===== src/rtl/priority_arbiter4.sv =====
// Four-requester arbiter with fixed-priority or round-robin selection, a one-cycle bubble
// after every release, and a hold limit that forces the owner off when others are waiting.
module priority_arbiter4 #(
    parameter int HOLD_MAX = 8,
    parameter int RR_EN    = 0
) (
    input  logic       clk,
    input  logic       reset,
    input  logic [3:0] req,
    output logic [3:0] gnt,
    output logic [1:0] gnt_id,
    output logic       valid,
    output logic       timeout
);

    typedef enum logic {IDLE = 1'b0, GRANT = 1'b1} state_t;

    localparam logic [7:0] HOLD_LAST = 8'(HOLD_MAX - 1);

    state_t     state, state_nxt;
    logic [3:0] gnt_nxt, mask, mask_nxt, eligible;
    logic [1:0] gnt_id_nxt, last, last_nxt, start, winner;
    logic       valid_nxt, timeout_nxt;
    logic [7:0] hold_cnt, hold_cnt_nxt;

    // Downward circular search from 'from'; fixed priority is the special case from=3.
    function automatic logic [1:0] pick(input logic [3:0] elig, input logic [1:0] from);
        logic [1:0] idx;
        logic       found;
        pick  = from;
        found = 1'b0;
        for (int k = 0; k < 4; k++) begin
            idx = from - 2'(k);
            if (!found && elig[idx]) begin
                pick  = idx;
                found = 1'b1;
            end
        end
    endfunction

    assign eligible = req & ~mask;
    assign start    = (RR_EN != 0) ? last - 2'd1 : 2'd3;
    assign winner   = pick(eligible, start);

    always_comb begin
        // NOTE: every output of this block gets a default first, so no path can infer a latch.
        state_nxt    = state;
        gnt_nxt      = gnt;
        gnt_id_nxt   = gnt_id;
        valid_nxt    = valid;
        timeout_nxt  = 1'b0;
        hold_cnt_nxt = hold_cnt;
        last_nxt     = last;
        mask_nxt     = mask;

        unique case (state)
            IDLE: begin
                // The mask only ever covers the single arbitration right after a forced release.
                mask_nxt = 4'b0000;
                if (|eligible) begin
                    state_nxt    = GRANT;
                    gnt_nxt      = 4'(4'b0001 << winner);
                    gnt_id_nxt   = winner;
                    valid_nxt    = 1'b1;
                    hold_cnt_nxt = 8'd0;
                    last_nxt     = winner;
                end else begin
                    gnt_nxt    = 4'b0000;
                    gnt_id_nxt = 2'd0;
                    valid_nxt  = 1'b0;
                end
            end
            GRANT: begin
                if (!req[gnt_id]) begin
                    state_nxt = IDLE;
                    gnt_nxt   = 4'b0000;
                    valid_nxt = 1'b0;
                end else if (hold_cnt == HOLD_LAST && |(req & ~gnt)) begin
                    state_nxt   = IDLE;
                    gnt_nxt     = 4'b0000;
                    valid_nxt   = 1'b0;
                    mask_nxt    = gnt;
                    timeout_nxt = 1'b1;
                end else if (hold_cnt != HOLD_LAST) begin
                    hold_cnt_nxt = hold_cnt + 8'd1;
                end
            end
            default: state_nxt = IDLE;
        endcase
    end

    always_ff @(posedge clk) begin
        // NOTE: state registers use non-blocking assignment so every flop samples pre-edge values.
        if (reset) begin
            state    <= IDLE;
            gnt      <= 4'b0000;
            gnt_id   <= 2'd0;
            valid    <= 1'b0;
            timeout  <= 1'b0;
            hold_cnt <= 8'd0;
            last     <= 2'd0;
            mask     <= 4'b0000;
        end else begin
            state    <= state_nxt;
            gnt      <= gnt_nxt;
            gnt_id   <= gnt_id_nxt;
            valid    <= valid_nxt;
            timeout  <= timeout_nxt;
            hold_cnt <= hold_cnt_nxt;
            last     <= last_nxt;
            mask     <= mask_nxt;
        end
    end

endmodule


===== config.mk =====
export PLATFORM = sky130hd
export DESIGN_NAME = priority_arbiter4
export DESIGN_NICKNAME = d
export VERILOG_FILES = /design/src/rtl/priority_arbiter4.sv
export SDC_FILE = /design/constraint.sdc
export NUM_CORES = 1
export LEC_CHECK = 0
export BUFFER_PORTS_ARGS = -buffer_cell sky130_fd_sc_hd__buf_2
export CORE_MARGIN = 2
export CORE_UTILIZATION = 60
export CTS_CLUSTER_DIAMETER = 50
export DETAILED_ROUTE_END_ITERATION = 7
export GPL_ROUTABILITY_DRIVEN = 0
export GPL_TIMING_DRIVEN = 1
export HOLD_SLACK_MARGIN = 0.06
export PLACE_DENSITY_LB_ADDON = 0.12
export SLEW_MARGIN = 0
export SYNTH_ARGS = -nofsm -noshare
export SYNTH_HDL_FRONTEND = slang
export SYNTH_SLANG_ARGS = --single-unit

===== constraint.sdc =====
create_clock -name clk -period 3.5 [get_ports clk]
set_input_delay 0.525 -clock clk [delete_from_list [all_inputs] [get_ports clk]]
set_output_delay 0.525 -clock clk [all_outputs]
set_load 0.05 [all_outputs]

==> metrics <==
critical path peak fanout 14; fin crit share 0.561; Final nets about 150; Power per Cell Area 375 mW/mm²; leakage power roughly 0.41 nW; Chip Width about 47 µm; share of layout cells above drive strength 1 0.161; switching share of power 0.315; initial antenna violation count 0; worst setup path class flip-flop to flip-flop; Max Fclk about 510 MHz; # clock sinks 21; Mean Syn Cell Area between 8 and 9 µm²; Critical Path Sink Type flip-flop; largest net degree at the start of global routing 18; power share of the clock group 0.257; post-DP HPWL around 1900 µm; cts bufs inserted 3; Worst Hold Class flip-flop to flip-flop; Routed Antenna Nets 0; Residual DRC 0; Hold Fails Final Rpt 0; CTS tree yes; Slew HR 0.366; n_diodes 0; data required time of the worst path 3.70 ns; gr ovfl total 0; CP startpoint kind flip-flop; Gate power share 0.182; Post-CTS Resized 0; row count 15; cell accounting for the most synthesized area dfxtp_1; vias in the first global route 960; io pins 14; result of the run finished, final reports clean; Post-synth ARST share 0; Reg power frac 0.561; first-iteration detailed-routing DRC count 50; core box area between 0.0015 and 0.002 mm²; vias around 1.1k; first-pass GRT wire length approximately 4100 µm; clk_skew between 0.009 and 0.01 ns; minimum clock period 1.96 ns; most numerous cell in the Yosys netlist dfxtp_1; RSZ-0062 raised after global routing no; routed length per instance about 15 µm; Post-synth top cells dfxtp_1, a21oi_1, o211ai_1, nand2_1; max-cap violations 0; Top FF cell, synth dfxtp_1; postcts setup bufs 0; CP Data Arrival Time about 2.2 ns; Setup Viol. Count Final 0; Netlist Area Pre-Place ~0.0011 mm²; I/O Buffers 13; Worst VDD drop about 360 µV; Area Growth Syn to Fin 7.29%; Yosys reg bits 21; DRT Pass-1 Iters 4; Synth area leaders dfxtp_1, a21oi_1, o211ai_1; Die Y-Extent 47.5 µm; register area share after synthesis 0.371; slew at the pin with the worst max-slew slack 0.952 ns; max-slew violation count 0; Mapped Nets around 140; warnings from Yosys 0; total die area about 0.0023 mm²; Synth cell types 39; Int Pwr about 0.31 mW; top cell type's share of synthesized area 0.371; DRT Wirelength between 2000 and 3000 µm; post-layout power ~0.46 mW; initial core utilization 0.649; Layout Utilization 0.697; cts hold-fix bufs 0; NetSw 0.144 mW; pre-CTS setup slack 1.32 ns; Sum Neg Setup Slack 0 ns; H-tree levels 1; total track usage 0.259; clk_lat worst skew 0.31 ns; Root Buffer clkbuf_4; EDFF count, synth 0; Setup WS post-layout about 1.5 ns; clock slew at reported path FFs around 0.12 ns; Longest Clk Path Bufs 2; Syn Inst Count roughly 130; Via density 6.41
critical path, cell delays in order (launching register included):
cell,delay [ns]
dfxtp_1,0.38
or4_4,0.56
or3_1,0.55
o31ai_1,0.28
a21oi_1,0.09
kinds of logic (layout without fill, tap and decap cells):
logic type      count (synthesis)  after routing  synth area share
simple gates                   47             47             0.241
compound gates                 46             46             0.281
flops                          21             21             0.371
buf+inv                        15             24            0.0596
mux                             4              4            0.0364
fa+ha+maj                       1              1            0.0110
cells in the final DEF, fill, tap and decap left out, types with 4 or more instances in the layout:
cell | netlist | routed
o31ai_1 | 4 | 4
nand3_1 | 4 | 4
nand2_1 | 8 | 8
buf_2 | 3 | 13
nand2b_1 | 7 | 7
a21oi_1 | 15 | 15
o211ai_1 | 10 | 10
inv_1 | 7 | 7
nor2b_1 | 4 | 4
dfxtp_1 | 21 | 21
nand4_1 | 6 | 6
cell type report:
| type | instances | area, µm² |
|---|---|---|
| timing repair buffer | 13 | 65.1 |
| multi-input combinational | 98 | 646 |
| tap | 25 | 31.3 |
| fill | 148 | 529 |
| clock buffer | 3 | 22.5 |
| clock inverter | 1 | 5.00 |
| sequential | 21 | 420 |
| inverter | 7 | 26.3 |
state kept, by name, summed over array words and instances, names as in the netlist:
| signal | cells |
|---|---|
| gnt | 4 |
| gnt_id | 2 |
| hold_cnt | 8 |
| mask | 4 |
| state | 1 |
| timeout | 1 |
| valid | 1 |
layer usage:
layer / part of all wire / GRT usage / up-vias / routed length, µm
met5: 0 / 0 / - / 0
met4: 0.012 / 0.0667 / 0 / 31
met3: 0.078 / 0.0830 / 4 / 200
met2: 0.47 / 0.427 / 53 / 1210
met1: 0.44 / 0.326 / 487 / 1130
li1: - / - / 533 / -
path summary, 6_finish.rpt:
check / from / endpoint / slack, ns / cells past startpoint
max: hold_cnt[3] / mask[3] / 1.54 / 4
min: mask[2] / mask[2] / 0.48 / 2
max reg2reg: hold_cnt[3] / mask[3] / 1.54 / 4
min reg2reg: mask[2] / mask[2] / 0.48 / 2
per-stage QoR:
| stage | hold slack (ns) | cells | cell area (µm²) |
|---|---|---|---|
| floorplan | 0.445 | 134 | 1130 |
| global placement | 0.458 | 164 | 1190 |
| detailed placement | 0.471 | 164 | 1190 |
| CTS | 0.489 | 168 | 1220 |
| global route | 0.519 | 168 | 1220 |
| finish | 0.484 | 168 | 1220 |
power groups by stage:
stage / Combinational, mW / Clock, mW / Sequential [mW]
final: 0.0828 / 0.117 / 0.256
after global routing: 0.0893 / 0.129 / 0.257
after CTS: 0.0822 / 0.119 / 0.256
after detailed placement: 0.0820 / 0 / 0.261
after global placement: 0.0810 / 0 / 0.260
after floorplan: 0.0474 / 0 / 0.276
Note: power is estimated with default switching activity, not from simulation.
